`src/rtl/caxi4dma_pkg.sv`:
```
// Shared definitions for the AXI4 DMA channel: FSM state encoding,
// destination-operation and AXI burst-type codes, and the bytes-per-beat helper.
package caxi4dma_pkg;

    // One-hot transaction-controller states.
    typedef enum logic [6:0] {
        ST_IDLE      = 7'b000_0001,
        ST_CALC      = 7'b000_0010,
        ST_WAIT_DATA = 7'b000_0100,
        ST_REQ       = 7'b000_1000,
        ST_RESP      = 7'b001_0000,
        ST_DONE      = 7'b010_0000,
        ST_ERROR     = 7'b100_0000
    } state_e;

    // Destination operation codes carried by the start command.
    localparam logic [1:0] DSTOP_NOP     = 2'b00;
    localparam logic [1:0] DSTOP_INCR    = 2'b01;
    localparam logic [1:0] DSTOP_FIXED   = 2'b10;
    localparam logic [1:0] DSTOP_ILLEGAL = 2'b11;

    // AXI4 AWBURST encodings.
    localparam logic [1:0] BURST_FIXED = 2'b00;
    localparam logic [1:0] BURST_INCR  = 2'b01;

    // log2 of the bytes per beat for a given data width in bits.
    function automatic int bpb_log2(input int dwidth);
        return $clog2(dwidth / 8);
    endfunction

endpackage

```
`src/rtl/caxi4dma_burst_sizer.sv`:
```
// Combinational burst sizer: the burst length in beats is the smallest of the
// remaining beats, the priority limit and (when SPLIT_4K is set, INCR only)
// the beats left before the next 4 KB boundary.
module caxi4dma_burst_sizer #(
    parameter int REM_WIDTH = 23,
    parameter int BPB_LOG2  = 3,
    parameter bit SPLIT_4K  = 1'b0
) (
    input  logic [REM_WIDTH-1:0] rem_beats_i,
    input  logic [8:0]           pri_beats_i,
    input  logic [11:0]          addr_lo_i,
    input  logic                 incr_i,
    output logic [8:0]           burst_beats_o
);

    logic [12:0] k4_bytes;
    logic [12:0] k4_beats;

    // Take the minimum of the three limits.
    always_comb begin
        // NOTE: every combinational output gets a default first, so no path leaves it unassigned and no latch is inferred.
        burst_beats_o = pri_beats_i;
        k4_bytes      = 13'd4096 - {1'b0, addr_lo_i};
        k4_beats      = k4_bytes >> BPB_LOG2;
        if (rem_beats_i < REM_WIDTH'(pri_beats_i)) begin
            burst_beats_o = rem_beats_i[8:0];
        end
        if (SPLIT_4K && incr_i && (k4_beats < {4'b0000, burst_beats_o})) begin
            burst_beats_o = k4_beats[8:0];
        end
    end

endmodule

```
`src/rtl/caxi4dma_wr_tran_ctrl.sv`:
```
// Write-side transaction controller of the AXI4 DMA channel. Splits a start
// command into AXI4 write bursts, hands each one to the write master with a
// req/ack handshake, waits for its B response and reports done/error.
// Optional feature: define CAXI4DMA_WR_4K_SPLIT_EN to stop INCR bursts from
// crossing a 4 KB boundary; left undefined, software keeps transfers inside 4 KB.
module caxi4dma_wr_tran_ctrl
    import caxi4dma_pkg::*;
#(
    parameter int LEN_WIDTH          = 23,
    parameter int DWIDTH             = 64,
    parameter int NUM_PRI_LVLS       = 1,
    parameter int PRI_0_NUM_OF_BEATS = 255,
    parameter int PRI_1_NUM_OF_BEATS = 127,
    parameter int PRI_2_NUM_OF_BEATS = 63,
    parameter int PRI_3_NUM_OF_BEATS = 31
) (
    input  logic                    clock,
    input  logic                    resetn,
    input  logic                    strTran,
    input  logic [31:0]             strDstAddr,
    input  logic [LEN_WIDTH-1:0]    strBytes,
    input  logic [1:0]              strDstOp,
    input  logic [NUM_PRI_LVLS-1:0] strPri,
    input  logic [8:0]              bufBeats,
    input  logic                    wrReqAck,
    input  logic                    wrDone,
    input  logic                    wrErr,
    output logic                    wrReq,
    output logic [31:0]             wrAddr,
    output logic [7:0]              wrLen,
    output logic [1:0]              wrBurst,
    output logic                    busy,
    output logic                    tranDone,
    output logic                    tranErr,
    output logic [31:0]             errAddr
);

    localparam int BPB_LOG2 = bpb_log2(DWIDTH);
    localparam logic [31:0] ADDR_MASK = 32'((1 << BPB_LOG2) - 1);
    localparam logic [LEN_WIDTH:0] BPB_M1 = (LEN_WIDTH + 1)'((1 << BPB_LOG2) - 1);
`ifdef CAXI4DMA_WR_4K_SPLIT_EN
    localparam bit SPLIT_4K = 1'b1;
`else
    localparam bit SPLIT_4K = 1'b0;
`endif

    state_e                  state_q, state_d;
    logic [LEN_WIDTH-1:0]    rem_q, rem_d;
    logic [8:0]              beats_q, beats_d;
    logic [NUM_PRI_LVLS-1:0] pri_q, pri_d;
    logic                    wrReq_q, wrReq_d;
    logic [31:0]             wrAddr_q, wrAddr_d;
    logic [7:0]              wrLen_q, wrLen_d;
    logic [1:0]              wrBurst_q, wrBurst_d;
    logic                    busy_q, busy_d;
    logic                    tranDone_q, tranDone_d;
    logic                    tranErr_q, tranErr_d;
    logic [31:0]             errAddr_q, errAddr_d;

    logic [LEN_WIDTH:0]      bytes_rnd;
    logic [LEN_WIDTH-1:0]    start_beats;
    logic [31:0]             start_addr;
    logic [3:0]              pri_w;
    logic [8:0]              pri_beats;
    logic [8:0]              sized_beats;

    assign bytes_rnd   = {1'b0, strBytes} + BPB_M1;
    assign start_beats = LEN_WIDTH'(bytes_rnd >> BPB_LOG2);
    assign start_addr  = strDstAddr & ~ADDR_MASK;
    assign pri_w       = 4'(pri_q);

    // Map the latched one-hot priority to a beat limit; anything not one-hot uses priority 0.
    always_comb begin
        pri_beats = 9'(PRI_0_NUM_OF_BEATS + 1);
        case (pri_w)
            4'b0010: pri_beats = 9'(PRI_1_NUM_OF_BEATS + 1);
            4'b0100: pri_beats = 9'(PRI_2_NUM_OF_BEATS + 1);
            4'b1000: pri_beats = 9'(PRI_3_NUM_OF_BEATS + 1);
            default: pri_beats = 9'(PRI_0_NUM_OF_BEATS + 1);
        endcase
    end

    caxi4dma_burst_sizer #(
        .REM_WIDTH (LEN_WIDTH),
        .BPB_LOG2  (BPB_LOG2),
        .SPLIT_4K  (SPLIT_4K)
    ) u_sizer (
        .rem_beats_i   (rem_q),
        .pri_beats_i   (pri_beats),
        .addr_lo_i     (wrAddr_q[11:0]),
        .incr_i        (wrBurst_q == BURST_INCR),
        .burst_beats_o (sized_beats)
    );

    // Next-state and next-output logic of the transaction FSM.
    always_comb begin
        state_d    = state_q;
        rem_d      = rem_q;
        beats_d    = beats_q;
        pri_d      = pri_q;
        wrReq_d    = wrReq_q;
        wrAddr_d   = wrAddr_q;
        wrLen_d    = wrLen_q;
        wrBurst_d  = wrBurst_q;
        errAddr_d  = errAddr_q;
        tranDone_d = 1'b0;
        tranErr_d  = 1'b0;
        case (state_q)
            ST_IDLE: begin
                if (strTran) begin
                    wrAddr_d  = start_addr;
                    wrBurst_d = (strDstOp == DSTOP_INCR) ? BURST_INCR : BURST_FIXED;
                    pri_d     = strPri;
                    rem_d     = start_beats;
                    errAddr_d = '0;
                    if (strDstOp == DSTOP_ILLEGAL) begin
                        state_d   = ST_ERROR;
                        tranErr_d = 1'b1;
                        errAddr_d = start_addr;
                    end else if ((strDstOp == DSTOP_NOP) || (strBytes == '0)) begin
                        state_d    = ST_DONE;
                        tranDone_d = 1'b1;
                    end else begin
                        state_d = ST_CALC;
                    end
                end
            end
            ST_CALC: begin
                beats_d = sized_beats;
                wrLen_d = 8'(sized_beats - 9'd1);
                state_d = ST_WAIT_DATA;
            end
            ST_WAIT_DATA: begin
                if (bufBeats >= beats_q) begin
                    wrReq_d = 1'b1;
                    state_d = ST_REQ;
                end
            end
            ST_REQ: begin
                if (wrReqAck) begin
                    wrReq_d = 1'b0;
                    state_d = ST_RESP;
                end
            end
            ST_RESP: begin
                if (wrErr) begin
                    state_d   = ST_ERROR;
                    tranErr_d = 1'b1;
                    errAddr_d = wrAddr_q;
                end else if (wrDone) begin
                    rem_d = rem_q - LEN_WIDTH'(beats_q);
                    if (wrBurst_q == BURST_INCR) begin
                        wrAddr_d = wrAddr_q + (32'(beats_q) << BPB_LOG2);
                    end
                    if (rem_d == '0) begin
                        state_d    = ST_DONE;
                        tranDone_d = 1'b1;
                    end else begin
                        state_d = ST_CALC;
                    end
                end
            end
            ST_DONE:  state_d = ST_IDLE;
            ST_ERROR: state_d = ST_IDLE;
            default:  state_d = ST_IDLE;
        endcase
        busy_d = (state_d != ST_IDLE);
    end

    // State and registered-output update with synchronous active-low reset.
    always_ff @(posedge clock) begin
        // NOTE: reset is sampled on the clock edge only; resetn is not in the sensitivity list.
        if (!resetn) begin
            // NOTE: sequential state uses non-blocking assignments so all registers update together.
            state_q    <= ST_IDLE;
            rem_q      <= '0;
            beats_q    <= '0;
            pri_q      <= '0;
            wrReq_q    <= 1'b0;
            wrAddr_q   <= '0;
            wrLen_q    <= '0;
            wrBurst_q  <= '0;
            busy_q     <= 1'b0;
            tranDone_q <= 1'b0;
            tranErr_q  <= 1'b0;
            errAddr_q  <= '0;
        end else begin
            state_q    <= state_d;
            rem_q      <= rem_d;
            beats_q    <= beats_d;
            pri_q      <= pri_d;
            wrReq_q    <= wrReq_d;
            wrAddr_q   <= wrAddr_d;
            wrLen_q    <= wrLen_d;
            wrBurst_q  <= wrBurst_d;
            busy_q     <= busy_d;
            tranDone_q <= tranDone_d;
            tranErr_q  <= tranErr_d;
            errAddr_q  <= errAddr_d;
        end
    end

    assign wrReq    = wrReq_q;
    assign wrAddr   = wrAddr_q;
    assign wrLen    = wrLen_q;
    assign wrBurst  = wrBurst_q;
    assign busy     = busy_q;
    assign tranDone = tranDone_q;
    assign tranErr  = tranErr_q;
    assign errAddr  = errAddr_q;

endmodule

```
`config.mk`:
```
export PLATFORM = sky130hd
export DESIGN_NAME = caxi4dma_wr_tran_ctrl
export DESIGN_NICKNAME = d
export VERILOG_FILES = /design/src/rtl/caxi4dma_pkg.sv /design/src/rtl/caxi4dma_burst_sizer.sv /design/src/rtl/caxi4dma_wr_tran_ctrl.sv
export SDC_FILE = /design/constraint.sdc
export NUM_CORES = 1
export LEC_CHECK = 0
export CORE_MARGIN = 2
export CORE_UTILIZATION = 25
export DETAILED_ROUTE_END_ITERATION = 12
export DONT_BUFFER_PORTS = 1
export PLACE_DENSITY = 0.44
export SETUP_SLACK_MARGIN = 0.5
export SLEW_MARGIN = 20
export SYNTH_ARGS = -nofsm -noshare
export SYNTH_HDL_FRONTEND = slang
export SYNTH_SLANG_ARGS = --single-unit
export TNS_END_PERCENT = 10
```
`constraint.sdc`:
```
create_clock -name clock -period 5.61 [get_ports clock]
set_clock_uncertainty 0.1 [all_clocks]
set_input_delay 0.8415 -clock clock [delete_from_list [all_inputs] [get_ports clock]]
set_output_delay 0.8415 -clock clock [all_outputs]
set_load 0.01 [all_outputs]
```
==> results of run 1 <==
-- layout by cell type (no fill, tap or decap), types with 7 or more instances in the layout --
cell	instances
xnor2_1	16
a31oi_1	15
buf_4	11
a311oi_1	29
nand2_1	114
nor3_1	25
o211ai_1	11
inv_1	21
conb_1	7
clkbuf_16	9
dfxtp_1	110
xor2_1	19
nand2b_1	13
nand4_1	14
nand3_1	57
a21oi_1	69
and2_1	7
ha_1	28
nor4_1	14
o21ai_0	52
nor2_1	95
o21a_1	9
a21o_1	8
a211oi_1	22
-- metal layers --
metal  global-route usage  share of wire
met5                    0              0
met4               0.0449          0.011
met3               0.0314          0.059
met2                0.261           0.44
met1                0.224           0.49
-- through the flow --
step | utilization | power (mW)
3_5_place_dp | 0.265 | 1.47
3_3_place_gp | 0.265 | 1.47
6_report | 0.275 | 2.11
5_1_grt | 0.275 | 2.23
4_1_cts | 0.275 | 2.14
2_1_floorplan | - | 1.34
-- where the power goes --
group          internal (mW)  leakage (nW)  total [mW]  switching (mW)
Clock                  0.312         0.133       0.658           0.346
Sequential             0.846         0.901       0.953           0.107
Combinational          0.192          1.57       0.499           0.308
Total                   1.35          2.60        2.11           0.760
-- sequential cells by signal, summed over array words and instances, names as in the netlist, 7 cells and up --
signal and flops:
beats_q 9, errAddr 29, rem_q 23, state_q 7, wrAddr 29, wrLen 8
-- logic make-up (layout without fill, tap and decap cells) --
| kind of cell | count (synthesis) | count (layout) | synth area share |
|---|---|---|---|
| simple gates | 391 | 391 | 0.270 |
| flops | 110 | 110 | 0.311 |
| buf+inv | 93 | 49 | 0.0551 |
| xor+xnor | 35 | 35 | 0.0433 |
| compound gates | 274 | 274 | 0.262 |
| other cells | 1 | 7 | 0.000529 |
| mux | 2 | 2 | 0.00300 |
| fa+ha+maj | 30 | 30 | 0.0551 |
-- worst min-delay path: cells and delay by family, from the launching register on --
family,cells,cell delay (ns)
flops,1,0.33
simple gates,2,0.12
-- final cells by class --
class                   count  area, µm²  area share
inverters                  22       82.6      0.0108
repair buffers             11       82.6      0.0108
flip-flops and latches    110       2200       0.287
well taps                 378        473      0.0617
multi-input cells         739       4540       0.592
clock inverters             6       55.1     0.00718
clock buffers              10        229      0.0299
-- how the worst max path moves through the flow --
stage               startpoint          to  slack, ns  depth (start not counted)
floorplan             rem_q[0]  state_q[5]       2.83                         10
global placement      rem_q[0]    tranDone       2.15                         10
detailed placement  beats_q[0]  wrAddr[25]       2.12                         11
CTS                 beats_q[0]  wrAddr[25]       2.10                         11
global route        beats_q[0]  wrAddr[23]       1.80                         10
finish                rem_q[0]    tranDone       2.14                         10
==> flow_metrics.env, run 1 <==
export IMPL_finalNonFillerCells=1276
export IMPL_dieArea_um2=29700
export IMPL_r2r_end="tranDone"
export IMPL_fin_crit_sh=0.619
export IMPL_ys_warn_count=0
export IMPL_boundaryPins=151
export IMPL_path_clk_slew_ns=0.08
export IMPL_critPathMaxStageDelay_ns=0.54
export IMPL_hold_violations=0
export IMPL_fin_area_um2=7660
export IMPL_critPathKind="flop to flop"
export IMPL_arrival_ns=3.67
export IMPL_crit_slowest_cell="or4_1"
export IMPL_status="finished, final reports clean"
export IMPL_grt_max_degree=61
export IMPL_synthTopCellsByArea="dfxtp_1, nand2_1, nor2_1, ha_1, a21oi_1"
export IMPL_fmax_ghz=0.288
export IMPL_fp_dieH_um=172
export IMPL_r2r_start="rem_q[0]"
export IMPL_grt_pass1_wl_mm=37.4
export IMPL_tns_ns=0
export IMPL_die_w_um=172
export IMPL_fillerInstances=3078
export IMPL_numCtsBuffers=9
export IMPL_synth_ff_latch_count=110
export IMPL_fp_row_count=61
export IMPL_drc=0
export IMPL_grt_overflow_total=0
export IMPL_drive_above_1_share=0.0601
export IMPL_fin_ws_ns=2.14
export IMPL_antenna_found_initial=0
export IMPL_synth_edf_count=0
export IMPL_hold_end="rem_q[19]"
export IMPL_portBuffers=0
export IMPL_crit_family="simple AND/OR/NAND/NOR gates"
export IMPL_crit_path_max_fanout=6
export IMPL_start_kind="flop"
export IMPL_critPathBufInv=1
export IMPL_async_flop_share=0
export IMPL_p_per_area_nw_per_um2=275
export IMPL_synth_cell_type_count=78
export IMPL_synth_top_area_cell="dfxtp_1"
export IMPL_synth_top_area_frac=0.311
export IMPL_period_needed_ns=3.47
export IMPL_vias=6700
export IMPL_seq_area_frac_synth=0.311
export IMPL_clk_latency_ns=0.36
export IMPL_rsz0062_at_grt="false"
export IMPL_cts_sinks=110
export IMPL_tightest_slew_ns=0.931
export IMPL_worstRegToRegCells=10
export IMPL_end_kind="flop"
export IMPL_slew_headroom=0.371
export IMPL_ys_flop_type="dfxtp_1"
export IMPL_synthesis_area_um2=7080
export IMPL_setup_viol=0
export IMPL_htree_levels=3
export IMPL_cts_setup_buffers=0
export IMPL_core_region_area_um2=27900
export IMPL_grt_pass1_vias=6414
export IMPL_fin_hold_ws_ns=0.376
export IMPL_hold_class="flop to flop"
export IMPL_clockBufferDepth=2
export IMPL_firstDrtPassIters=5
export IMPL_ant_nets=0
export IMPL_dpl_hpwl_mm=17.4
export IMPL_avgSynthCellArea_um2=7.57
export IMPL_wirelength_mm=24.5
export IMPL_crit_path_cell_trace="inv_1 > ha_1 > fa_1 > nor2b_1 > o2111ai_2 > a31oi_1 > nor2_1 > or4_1 > nor4_2 > a31o_1"
export IMPL_start_util=0.254
export IMPL_nets=996
export IMPL_irDropWorstVdd_v=0.000152
export IMPL_cts_hold_buf=0
export IMPL_p_leak_nw=2.60
export IMPL_antennaDiodeCount=0
export IMPL_avgViaCountPerCell=5.25
export IMPL_hold_depth=2
export IMPL_maxCapViolations=0
export IMPL_cts_tree="built"
export IMPL_slew_viol_final=0
export IMPL_synth_common_cells="nand2_1, dfxtp_1, nor2_1"
export IMPL_place_ws_ns=2.12
export IMPL_hp_start="rem_q[19]"
export IMPL_wire_per_inst_um=19.2
export IMPL_post_dp_cell_area_um2=7380
export IMPL_synth_most_common_cell="nand2_1"
export IMPL_grt_usage=0.163
export IMPL_cts_resized=0
export IMPL_placedCellCount=1260
export IMPL_area_growth_pct=8.18
export IMPL_ff2ff_setup_slack_ns=2.14
export IMPL_syn_instance_count=936
export IMPL_cp_required_ns=5.81
export IMPL_drt_iter0_markers=477
export IMPL_cts_root_buffer="clkbuf_16"
export IMPL_gp_congestion=0.847
(Power assumes the default switching activity.)
==> run 2: changes to the inputs <==
- clock period: 5.61 -> 3.6 ns (I/O delays scaled with it)
==> flow_metrics.env, run 2 (synthesis gave the netlist of run 1 again) <==
export IMPL_fillerInstances=3071
export IMPL_start_kind="flop"
export IMPL_final_cell_mix="nand2_1, dfxtp_1, nor2_1, a21oi_1, nand3_1"
export IMPL_grt_overflow_total=0
export IMPL_fp_dieH_um=172
export IMPL_area_growth_pct=11.5
export IMPL_wirelength_mm=24.6
export IMPL_fin_util=0.283
export IMPL_tns_ns=0
export IMPL_boundaryPins=151
export IMPL_drt_iter0_markers=505
export IMPL_firstDrtPassIters=5
export IMPL_maxCapViolations=0
export IMPL_antennaDiodeCount=0
export IMPL_clk_latency_ns=0.37
export IMPL_slew_viol_final=0
export IMPL_htree_levels=3
export IMPL_layout_commonest_cell="nand2_1"
export IMPL_drc=0
export IMPL_p_leak_nw=2.69
export IMPL_gp_congestion=0.898
export IMPL_grt_pass1_wl_mm=38.2
export IMPL_fp_row_count=61
export IMPL_p_seq_frac=0.438
export IMPL_antenna_found_initial=0
export IMPL_cp_required_ns=3.81
export IMPL_clkPwrFrac=0.304
export IMPL_path_clk_slew_ns=0.08
export IMPL_die_w_um=172
export IMPL_ant_nets=0
export IMPL_end_kind="flop"
export IMPL_setup_viol=0
export IMPL_hold_class="input pin to flop"
export IMPL_cts_sinks=110
export IMPL_period_needed_ns=2.96
export IMPL_tightest_slew_ns=0.893
export IMPL_slew_headroom=0.404
export IMPL_p_per_area_nw_per_um2=427
export IMPL_start_util=0.254
export IMPL_fmax_ghz=0.338
export IMPL_grt_max_degree=56
export IMPL_grt_usage=0.167
export IMPL_fin_crit_sh=0.823
export IMPL_cts_root_buffer="clkbuf_16"
export IMPL_cts_tree="built"
export IMPL_status="finished, final reports clean"
export IMPL_irDropWorstVdd_v=0.000237
export IMPL_numCtsBuffers=9
export IMPL_netSwitchingFraction=0.363
export IMPL_clockBufferDepth=2
export IMPL_nets=1011
export IMPL_vias=6825
export IMPL_p_sw_mw=1.22
export IMPL_crit_path_max_fanout=9
export IMPL_grt_pass1_vias=6634
export IMPL_wire_per_inst_um=19.1
export IMPL_internal_power_mw=2.15
export IMPL_combPwrFrac=0.258
export IMPL_core_region_area_um2=27900
export IMPL_arrival_ns=3.17
export IMPL_rsz0062_at_grt="true"
export IMPL_portBuffers=0
export IMPL_avgViaCountPerCell=5.29
export IMPL_drive_above_1_share=0.0910
export IMPL_dpl_hpwl_mm=17.9
export IMPL_dieArea_um2=29700
export IMPL_critPathKind="flop to flop"
export IMPL_hold_violations=0
[run 2: final cells by class]
class	instances	area (µm²)	area share
clock inverters	6	55.1	0.00697
flip-flops and latches	110	2210	0.279
multi-input cells	739	4650	0.589
repair buffers	26	208	0.0263
clock buffers	9	225	0.0285
inverters	22	82.6	0.0105
well taps	378	473	0.0599
[run 2: final timing paths]
path	from	end	slack [ns]	depth (start not counted)
worst max-delay path	beats_q[7]	tranDone	0.64	11
worst min-delay path	resetn	wrAddr[14]	0.22	1
worst max register to register	beats_q[7]	tranDone	0.64	11
worst min register to register	rem_q[19]	rem_q[19]	0.37	2
[run 2: power by group through the flow]
stage / logic (mW) / registers [mW] / clock network (mW)
global placement: 0.813 / 1.51 / 0
CTS: 0.849 / 1.48 / 1.06
finish: 0.871 / 1.48 / 1.02
global route: 0.974 / 1.50 / 1.09
floorplan: 0.622 / 1.46 / 0
detailed placement: 0.814 / 1.51 / 0
[run 2: what timing repair did]
item	CTS	global route
setup endpoints to repair	3	14
gates resized for setup	8	14
pin swaps	4	7
buffers inserted	1	2
hold buffers	0	0
[run 2: metal layers]
layer	routed length, µm	up-vias	part of all wire	track usage
li1	-	3381	-	-
met1	11800	3247	0.48	0.231
met2	11000	178	0.45	0.267
met3	1490	19	0.061	0.0304
met4	314	0	0.013	0.0431
met5	0	-	0	0
[run 2: per-stage QoR]
| stage | total power [mW] | std cells | cell area, µm² | worst slack, ns | hold WS (ns) |
|---|---|---|---|---|---|
| after global placement | 2.32 | 1272 | 7480 | 0.425 | 0.364 |
| after detailed placement | 2.32 | 1272 | 7490 | 0.441 | 0.362 |
| after floorplan | 2.08 | 942 | 7110 | 0.817 | 0.343 |
| after global routing | 3.57 | 1290 | 7900 | 0.471 | 0.203 |
| after CTS | 3.39 | 1288 | 7830 | 0.505 | 0.197 |
| final | 3.37 | 1290 | 7900 | 0.637 | 0.217 |
[run 2: worst max-delay path, cell delays in order, from the launching register on]
cell and delay [ns]:
dfxtp_1 0.43, inv_1 0.11, ha_1 0.30, buf_4 0.18, and3b_1 0.18, o31ai_1 0.40
a31oi_4 0.07, buf_4 0.18, nor4b_1 0.36, o311ai_2 0.19, nor4_4 0.23, a31o_1 0.19
==> run 3: changes to the inputs <==
- clock period: 3.6 -> 2.8 ns (I/O delays scaled with it)
==> flow_metrics.env, run 3 (synthesis gave the netlist of run 1 again) <==
export IMPL_start_util=0.254
export IMPL_drive_above_1_share=0.249
export IMPL_fin_ws_ns=0.0356
export IMPL_finalNonFillerCells=1388
export IMPL_critPathKind="flop to flop"
export IMPL_path_clk_slew_ns=0.09
export IMPL_wl_met3_mm=1.47
export IMPL_die_w_um=172
export IMPL_hold_end="wrLen[0]"
export IMPL_rsz0062_at_grt="true"
export IMPL_nets=1108
export IMPL_clockBufferDepth=2
export IMPL_maxCapViolations=0
export IMPL_fp_dieH_um=172
export IMPL_final_cell_mix="nand2_1, buf_4, dfxtp_1, nor2_1, a21oi_1"
export IMPL_area_growth_pct=29.2
export IMPL_ant_nets=0
export IMPL_period_needed_ns=2.76
export IMPL_wire_per_inst_um=18.2
export IMPL_status="finished, final reports clean"
export IMPL_setup_viol=0
export IMPL_antenna_found_initial=0
export IMPL_ff2ff_setup_slack_ns=0.04
export IMPL_hold_depth=1
export IMPL_clk_latency_ns=0.37
export IMPL_cts_root_buffer="clkbuf_16"
export IMPL_slew_headroom=0.629
export IMPL_gp_congestion=0.887
export IMPL_wirelength_mm=25.3
export IMPL_p_per_area_nw_per_um2=515
export IMPL_core_region_area_um2=27900
export IMPL_topRoutingLayerUsed="met4"
export IMPL_p_leak_nw=3.30
export IMPL_place_ws_ns=-0.0831
export IMPL_slew_viol_final=0
export IMPL_end_kind="flop"
export IMPL_hp_start="resetn"
export IMPL_arrival_ns=2.97
export IMPL_fp_row_count=61
export IMPL_antennaDiodeCount=0
export IMPL_drt_iter0_markers=530
export IMPL_vias=7165
export IMPL_fmax_ghz=0.362
export IMPL_power_mw=4.72
export IMPL_grt_max_degree=59
export IMPL_drc=0
export IMPL_placedCellCount=1355
export IMPL_hold_violations=0
export IMPL_numCtsBuffers=9
export IMPL_avgViaCountPerCell=5.16
export IMPL_firstDrtPassIters=5
export IMPL_cts_sinks=110
export IMPL_met2WireLength_mm=11.3
export IMPL_grt_usage=0.168
export IMPL_grt_pass1_vias=6804
export IMPL_wl_met1_mm=12.1
export IMPL_tns_ns=0
export IMPL_dieArea_um2=29700
export IMPL_portBuffers=0
export IMPL_irDropWorstVdd_v=0.000276
export IMPL_start_kind="flop"
export IMPL_crit_path_max_fanout=5
export IMPL_cp_required_ns=3.01
export IMPL_r2r_end="state_q[5]"
export IMPL_cts_tree="built"
export IMPL_r2r_start="rem_q[0]"
export IMPL_tightest_slew_ns=0.553
export IMPL_hold_class="input pin to flop"
export IMPL_grt_pass1_wl_mm=38.9
export IMPL_fin_crit_sh=0.987
export IMPL_boundaryPins=151
export IMPL_htree_levels=3
export IMPL_dpl_hpwl_mm=18.6
export IMPL_worstRegToRegCells=11
export IMPL_grt_overflow_total=0
run 3: worst max-delay path by stage:
| stage | from | endpoint | slack, ns | cells after the start |
|---|---|---|---|---|
| after floorplan | rem_q[0] | state_q[5] | 0.10 | 10 |
| after global placement | beats_q[0] | tranDone | -0.08 | 10 |
| after detailed placement | beats_q[0] | state_q[1] | -0.08 | 10 |
| after CTS | beats_q[7] | state_q[1] | 0.07 | 10 |
| after global routing | rem_q[0] | state_q[1] | -0.12 | 11 |
| final | rem_q[0] | state_q[5] | 0.04 | 11 |
run 3: where the power goes:
| part | switching (mW) | leakage (nW) | total, mW | internal [mW] |
|---|---|---|---|---|
| Combinational | 0.808 | 2.24 | 1.50 | 0.694 |
| Clock | 0.692 | 0.148 | 1.35 | 0.655 |
| Sequential | 0.171 | 0.907 | 1.87 | 1.70 |
| Total | 1.67 | 3.30 | 4.72 | 3.05 |
run 3: metal layers:
| metal | vias to the layer above | GRT usage |
|---|---|---|
| li1 | 3579 | - |
| met1 | 3380 | 0.232 |
| met2 | 185 | 0.268 |
| met3 | 21 | 0.0320 |
| met4 | 0 | 0.0453 |
| met5 | - | 0 |
run 3: critical path: stages, from the launching register on:
cell	delay (ns)
dfxtp_2	0.34
inv_2	0.05
ha_4	0.16
fa_2	0.39
nor2b_4	0.15
o2111ai_4	0.21
a21oi_4	0.26
nor3_2	0.08
or4_4	0.49
nor4_4	0.20
buf_4	0.15
a31o_1	0.13
run 3: repair_timing:
item	in CTS	in global routing
hold buffers	0	0
gates cloned	0	1
setup buffers	6	10
setup endpoints to repair	51	90
resized for setup	26	98
pin swaps	13	68
run 3: layout make-up:
class	instances	area [µm²]
Fill cell	2942	18700
Timing Repair Buffer	123	1030
Sequential cell	110	2220
Inverter	22	87.6
Multi-Input combinational cell	739	5040
Tap cell	378	473
Clock buffer	10	239
Clock inverter	6	57.6
run 3: per-stage QoR:
| stage | hold slack (ns) | instance area (µm²) | util |
|---|---|---|---|
| finish | 0.0764 | 9150 | 0.329 |
| global route | 0.0575 | 9150 | 0.329 |
| CTS | 0.0670 | 8640 | 0.310 |
| detailed placement | 0.368 | 8200 | 0.294 |
| global placement | 0.362 | 8200 | 0.294 |
| floorplan | 0.343 | 7170 | - |
